$ cat src/rtl/imem_boot_loader.sv
// Instruction-memory port owner: IF fetch when idle, byte-stream program loader on boot_req.
// Define IMEM_BOOT_CHECKSUM_EN to require a trailing XOR check byte after the image.
module imem_boot_loader #(
    parameter int MEM_SIZE = 512,
    parameter int ADDR_W   = 9
) (
    input  logic              clk,
    input  logic              reset,
    input  logic              boot_req,
    input  logic [7:0]        rx_data,
    input  logic              rx_valid,
    output logic              rx_ready,
    input  logic [31:0]       fetch_addr,
    output logic [31:0]       fetch_inst,
    output logic [ADDR_W-1:0] mem_addr,
    output logic [31:0]       mem_wdata,
    output logic              mem_we,
    input  logic [31:0]       mem_rdata,
    output logic              cpu_hold,
    output logic              boot_done,
    output logic              boot_err
);

    typedef enum logic [2:0] {
        S_IDLE,
        S_LEN_HI,
        S_LEN_LO,
        S_DATA,
        S_FLUSH,
        S_ERROR
`ifdef IMEM_BOOT_CHECKSUM_EN
        , S_CHECK
`endif
    } state_e;

    localparam logic [15:0]   MAX_N   = 16'(MEM_SIZE);
    localparam logic [ADDR_W:0] PTR_ONE = (ADDR_W + 1)'(1);

    state_e              state_q, state_d;
    logic [15:0]         len_q, len_d;
    logic [ADDR_W:0]     ptr_q, ptr_d;
    logic [1:0]          bcnt_q, bcnt_d;
    logic [23:0]         asm_q, asm_d;
    logic [31:0]         wdata_q, wdata_d;
    logic [ADDR_W-1:0]   waddr_q, waddr_d;
    logic                we_q, we_d;
    logic                done_q, done_d;
    logic                err_q, err_d;
`ifdef IMEM_BOOT_CHECKSUM_EN
    logic [7:0]          csum_q, csum_d;
`endif

    logic                accept;
    logic [15:0]         n_len;
    logic [ADDR_W:0]     ptr_inc;
    logic                unused_fetch;

    assign accept       = rx_valid && rx_ready;
    assign n_len        = {len_q[15:8], rx_data};
    assign ptr_inc      = ptr_q + PTR_ONE;
    assign unused_fetch = ^{fetch_addr[31:ADDR_W+2], fetch_addr[1:0]};

    assign cpu_hold   = (state_q != S_IDLE);
    assign fetch_inst = (state_q == S_IDLE) ? mem_rdata : 32'h0;
    assign mem_addr   = (state_q == S_IDLE) ? fetch_addr[ADDR_W+1:2] : waddr_q;
    assign mem_wdata  = wdata_q;
    assign mem_we     = we_q;
    assign boot_done  = done_q;
    assign boot_err   = err_q;

    always_comb begin
        rx_ready = 1'b0;
        case (state_q)
            S_LEN_HI, S_LEN_LO, S_DATA: rx_ready = 1'b1;
`ifdef IMEM_BOOT_CHECKSUM_EN
            S_CHECK: rx_ready = 1'b1;
`endif
            default: rx_ready = 1'b0;
        endcase
    end

    always_comb begin
        state_d = state_q;
        len_d   = len_q;
        ptr_d   = ptr_q;
        bcnt_d  = bcnt_q;
        asm_d   = asm_q;
        wdata_d = wdata_q;
        waddr_d = waddr_q;
        we_d    = 1'b0;
        done_d  = 1'b0;
        err_d   = err_q;
`ifdef IMEM_BOOT_CHECKSUM_EN
        csum_d  = csum_q;
        if (accept && state_q != S_CHECK) csum_d = csum_q ^ rx_data;
`endif
        case (state_q)
            S_IDLE, S_ERROR: begin
                if (boot_req) begin
                    state_d = S_LEN_HI;
                    ptr_d   = '0;
                    bcnt_d  = '0;
                    err_d   = 1'b0;
`ifdef IMEM_BOOT_CHECKSUM_EN
                    csum_d  = '0;
`endif
                end
            end
            S_LEN_HI: begin
                if (accept) begin
                    len_d   = {rx_data, 8'h00};
                    state_d = S_LEN_LO;
                end
            end
            S_LEN_LO: begin
                if (accept) begin
                    len_d = n_len;
                    if (n_len > MAX_N) begin
                        state_d = S_ERROR;
                        err_d   = 1'b1;
                    end else if (n_len == 16'h0) begin
                        state_d = S_FLUSH;
                    end else begin
                        state_d = S_DATA;
                    end
                end
            end
            S_DATA: begin
                if (accept) begin
                    asm_d  = {asm_q[15:0], rx_data};
                    bcnt_d = bcnt_q + 2'd1;
                    // 4th byte: latch the word so the write lands next cycle
                    if (bcnt_q == 2'd3) begin
                        wdata_d = {asm_q, rx_data};
                        waddr_d = ptr_q[ADDR_W-1:0];
                        we_d    = 1'b1;
                        ptr_d   = ptr_inc;
                        if (ptr_inc == len_q[ADDR_W:0]) state_d = S_FLUSH;
                    end
                end
            end
            S_FLUSH: begin
`ifdef IMEM_BOOT_CHECKSUM_EN
                state_d = S_CHECK;
`else
                state_d = S_IDLE;
                done_d  = 1'b1;
`endif
            end
`ifdef IMEM_BOOT_CHECKSUM_EN
            S_CHECK: begin
                if (accept) begin
                    if (rx_data == csum_q) begin
                        state_d = S_IDLE;
                        done_d  = 1'b1;
                    end else begin
                        state_d = S_ERROR;
                        err_d   = 1'b1;
                    end
                end
            end
`endif
            default: state_d = S_IDLE;
        endcase
    end

    always_ff @(posedge clk or posedge reset) begin
        if (reset) begin
            state_q <= S_IDLE;
            len_q   <= '0;
            ptr_q   <= '0;
            bcnt_q  <= '0;
            asm_q   <= '0;
            wdata_q <= '0;
            waddr_q <= '0;
            we_q    <= 1'b0;
            done_q  <= 1'b0;
            err_q   <= 1'b0;
`ifdef IMEM_BOOT_CHECKSUM_EN
            csum_q  <= '0;
`endif
        end else begin
            state_q <= state_d;
            len_q   <= len_d;
            ptr_q   <= ptr_d;
            bcnt_q  <= bcnt_d;
            asm_q   <= asm_d;
            wdata_q <= wdata_d;
            waddr_q <= waddr_d;
            we_q    <= we_d;
            done_q  <= done_d;
            err_q   <= err_d;
`ifdef IMEM_BOOT_CHECKSUM_EN
            csum_q  <= csum_d;
`endif
        end
    end

endmodule
$ cat config.mk
export PLATFORM = sky130hd
export DESIGN_NAME = imem_boot_loader
export DESIGN_NICKNAME = d
export VERILOG_FILES = /design/src/rtl/imem_boot_loader.sv
export SDC_FILE = /design/constraint.sdc
export NUM_CORES = 1
export LEC_CHECK = 0
export CELL_PAD_IN_SITES_DETAIL_PLACEMENT = 1
export CELL_PAD_IN_SITES_GLOBAL_PLACEMENT = 1
export CORE_UTILIZATION = 31
export CTS_CLUSTER_DIAMETER = 40
export DETAILED_ROUTE_END_ITERATION = 16
export PLACE_DENSITY_LB_ADDON = 0.1
export SLEW_MARGIN = 20
export SYNTH_ARGS = -nofsm -noshare
export SYNTH_HDL_FRONTEND = slang
export SYNTH_SLANG_ARGS = --single-unit
$ cat constraint.sdc
create_clock -name clk -period 3.6 [get_ports clk]
set_clock_uncertainty 0.1 [all_clocks]
set_input_delay 0.72 -clock clk [delete_from_list [all_inputs] [get_ports clk]]
set_output_delay 0.72 -clock clk [all_outputs]
set_load 0.02 [all_outputs]
## Yosys cells after proc, flatten, opt, wreduce, memory -nomap -nowiden

Cells that the tools add are included.

- Multiplexer cells: 30
- Bitwise gates (word level): 1
- Reduce and logical (&&, ||, !) cells: 17
- Add/subtract/negate cells: 2
- Equality and inequality tests: 14
- $lt $le $gt $ge: 1

Operators by type and width:

| kind | number |
|---|---|
| $mux 32 | 1 |
| $pmux 16 s2 | 1 |
| $mux 10 | 3 |
| $mux 3 | 8 |
| $pmux 10 s2 | 1 |
| $gt 16x10->1 const B | 1 |
| $logic_not 16->1 | 1 |
| $mux 16 | 1 |
| $ne 2x2->1 const B | 7 |
| $pmux 3 s4 | 1 |
| $reduce_and 3->1 | 4 |
| $add 10x1->10 const B | 1 |
| $eq 10x10->1 | 1 |
| $mux 9 | 1 |
| $mux 1 | 8 |
| $mux 8 | 1 |
| $reduce_and 4->1 | 2 |
| $eq 3x2->1 const B | 2 |
| $eq 3x3->1 const B | 2 |
| $reduce_and 6->1 | 1 |
| $reduce_bool 2->1 | 3 |
| $mux 2 | 2 |
| $pmux 2 s2 | 1 |
| $eq 3x1->1 const B | 1 |
| other kinds (10) | 10 |

- Register bits: 99
- Logic and storage cells: 76
- Output and inout bits: 78
- Input bits: 76

## Depth between registers and ports, before layout

- Depth in word-level cells: 6
- Depth in mapped cells: 9
- Mapped depth without buffers: 6

## Worst setup path before layout

OpenSTA, ideal clock, no wires.

- Kind: reg2out
- Start: register state_q[1]
- End: output port mem_addr[1]
- Required time: 2.780 ns
- Arrival time: 1.713 ns
- Path slack: 1.067 ns
- Stages on the path, launching flop included: 5
- Path through: dfrtp_1 buf_2 nor3_1 clkbuf_1 mux2_2

- Longest elaborated chain between the ends: 2

Ends and longest elaborated chain:

| what | line | text |
|---|---|---|
| start: declaration | 39 | `state_e state_q, state_d;` |
| start signal: assignment | 183 | `state_q <= state_d;` |
| $logic_not 3->1 | 65 | `assign mem_addr = (state_q == S_IDLE) ? fetch_addr[ADDR_W+1:2] : waddr_q;` |
| $mux 9 | 65 |  |
| end: declaration | 15 | `output logic [ADDR_W-1:0] mem_addr,` |

No other way between the ends.

## Worst setup path after layout

Ends and elaborated chain as after synthesis.

==> run_results.csv <==
group,metric,value,unit
global_routing,grt-ovfl-total,0,
cts,postCtsSetupBuffers,0,
synthesis,synthDistinctLibCells,49,
floorplanning,rows,44,
pwr,leakage,2.88,nW
cts,cts_root_buffer,"clkbuf_16",
global_routing,grt_max_degree,43,
global_routing,grt_usage,17.8,%
synthesis,muxShareOfSynthArea,9.70,%
run,drv_cap,0,
synthesis,ys.flop_type,"dfrtp_1",
timing,period_minus_slack,3.19,ns
worst_setup_path,start_kind,"register",
pwr,ir_drop,0.351,mV
timing,maxSlewHeadroom,51.9,%
synthesis,synth_area,4760,um^2
timing,rsz0062_at_grt,"false",
worst_setup_path,cp_max_fo,42,
detailed_routing,vias,3962,
global_routing,antenna_found_initial,0,
finish,drive_above_1_share,12.5,%
detailed_routing,drtPass1Iterations,4,
synthesis,synth_compound_area_share,9.49,%
synthesis,syn_nets,568,
finish,post-route-util,44.1,%
detailed_routing,routedWlPerCell,17.0,um
placement,post-dp-hpwl,9760,um
cts,cts_buffer_depth,2,
timing,post-route-period-util,88.7,%
timing,report.final.slew_viol_count,0,
global_routing,grt_pass1_wl,22400,um
cts,clk_pin_slew_worst_paths,0.07,ns
cts,clk_latency,0.35,ns
synthesis,synth-edff-count,0,
placement,gp_congestion,0.765,
detailed_routing,detail-route-antenna-nets,0,
synthesis,yosysSeqAreaShare,52.1,%
cts,postCtsHoldBufs,0,
cts,cts_resized,0,
synthesis,synthCells,490,
timing,tns,0,ns
worst_setup_path,critPathRequiredTime,2.78,ns
detailed_routing,drc,0,
synthesis,yosys_warnings,0,
floorplanning,core-area,14800,um^2
worst_setup_path,crit_type,"register to output pin",
cts,cts_tree,"yes",
finish,final_nets,691,
synthesis,avgSynthCellArea,9.71,um^2
synthesis,synth-xor-area-share,2.02,%
worst_setup_path,worstSetupEndpointType,"output pin",
worst_setup_path,cp.arrival,2.37,ns
synthesis,async_flop_share,100,%
pwr,power.density,754,nW/um^2
cts,numCtsBuffers,9,
cts,cts_max_level,3,
global_routing,grt_pass1_vias,4214,
floorplanning,die_area,15800,um^2
detailed_routing,wl,13600,um
detailed_routing,drt_first_iter_violations,176,
timing,max_freq,313,MHz
floorplanning,die_h,126,um
finish,antenna_cells,0,
floorplanning,start_util,32.3,%
cts,cts.sinks,99,
synthesis,ys_ff_latch,99,
timing,tightest_slew,0.718,ns
synthesis,yosys.area_share.adder,0.526,%
placement,io_buffers,130,
synthesis,synth_top_family_by_area,"simple AND/OR/NAND/NOR gates",
detailed_routing,via_per_inst,4.95,
floorplanning,ios,154,
timing,setup_viol,0,
finish,syn2layout_area_growth,36.8,%
timing,hold_violations,0,
synthesis,synth-simple-area-share,22.4,%
hold_path,hold_path_class,"register to register",
floorplanning,fp.dieW,126,um
outcome,status,"completed",
==> worst max-delay path, cell delays in order, from the launching register on <==
cell	delay, ns
dfrtp_1	0.53
nor3_2	0.20
buf_4	0.35
mux2_2	0.38
clkdlybuf4s50_1	0.56
==> power breakdown <==
group,switching [W],internal (W),leakage (nW)
clock network,0.000416,0.000462,0.121
registers,0.000307,0.00153,1.27
logic,0.00111,0.00108,1.49
==> flip-flops by register name, summed over array words and instances, names as in the netlist <==
register and count:
mem_wdata 32, boot_done 1, waddr_q 9, boot_err 1
state_q 3, asm_q 24, mem_we 1, len_q 16
bcnt_q 2, ptr_q 10
==> worst paths after layout <==
path / startpoint / to / slack (ns) / cells after the start
setup / recovery: state_q[1] / mem_addr[1] / 0.41 / 4
max in group asynchronous: reset / state_q[1] / 2.05 / 3
setup reg to reg: ptr_q[0] / state_q[0] / 1.21 / 6
min in group asynchronous: reset / mem_wdata[3] / 0.65 / 2
hold reg to reg: asm_q[21] / mem_wdata[29] / 0.37 / 2
hold / removal: asm_q[21] / mem_wdata[29] / 0.37 / 2
==> per-stage QoR <==
stage / area (um^2) / hold slack [ns] / instances / total power, W / setup WS (ns)
after global routing: 6510 / 0.396 / 800 / 0.00523 / 0.259
after CTS: 6510 / 0.379 / 800 / 0.00498 / 0.359
after floorplan: 4760 / 0.335 / 490 / 0.00314 / 0.190
after global placement: 6250 / 0.347 / 786 / 0.00399 / 0.551
after detailed placement: 6250 / 0.360 / 786 / 0.00408 / 0.527
final: 6510 / 0.368 / 800 / 0.00491 / 0.408
==> layout by cell type, fill, tap and decap left out, types with 2 or more instances in the layout <==
master,count
nand3_1,5
nor3_1,2
a31oi_1,7
clkbuf_16,9
and4_1,3
ha_1,2
nand4_1,5
clkdlybuf4s50_1,130
and4b_1,2
clkinvlp_4,2
nor3_2,2
o31ai_1,3
xor2_1,3
nand2_1,141
a22o_1,2
nor4_1,4
nor2b_1,6
and3_1,5
nor2_1,15
and2_1,32
or3b_2,2
mux2_2,41
o21ai_0,26
a21oi_1,6
dfrtp_1,99
xnor2_1,8
buf_4,15
a22oi_1,8
o41ai_1,4
inv_1,4
==> final cells by class <==
cell class                      count  area (um^2)
Tap cell                          184          230
Fill cell                        1669         8240
Inverter                            5         21.3
Timing Repair Buffer              145         1410
Multi-Input combinational cell    353         2110
Clock buffer                       10          229
Sequential cell                    99         2480
Clock inverter                      4         28.8
==> kinds of logic (layout without fill, tap and decap cells) <==
logic type | count (synthesis) | after routing
compound gates | 69 | 69
xor+xnor | 11 | 11
fa+ha+maj | 2 | 2
buf+inv | 38 | 164
flops | 99 | 99
mux | 41 | 41
simple gates | 230 | 230
==> synth_stat cells (3+ instances only) <==
cell      count  area (um^2)
xnor2_1       8         70.1
a31oi_1       7         43.8
a21oi_1       6         30.0
nand2_1     142          533
nor2_1       15         56.3
buf_4         4         30.0
o41ai_1       4         35.0
and3_1        5         31.3
o21ai_0      26          130
dfrtp_1      99         2480
inv_1         5         18.8
mux2_2       41          462
and4_1        3         26.3
nand3_1       5         25.0
nor2b_1       6         37.5
buf_2        11         55.1
nand4_1       5         31.3
nor4_1        4         25.0
and2_1       32          200
nor3_1        3         15.0
clkbuf_1     15         56.3
xor2_1        3         26.3
o31ai_1       3         22.5
a22oi_1       8         60.1
==> per-layer routing <==
metal	GRT usage, %	part of all wire (%)
met4	5.74	1.3
met2	30.9	50
met3	3.48	4.3
met5	0	0
met1	22.3	45
No activity file was read; power rests on OpenSTA's default activity.
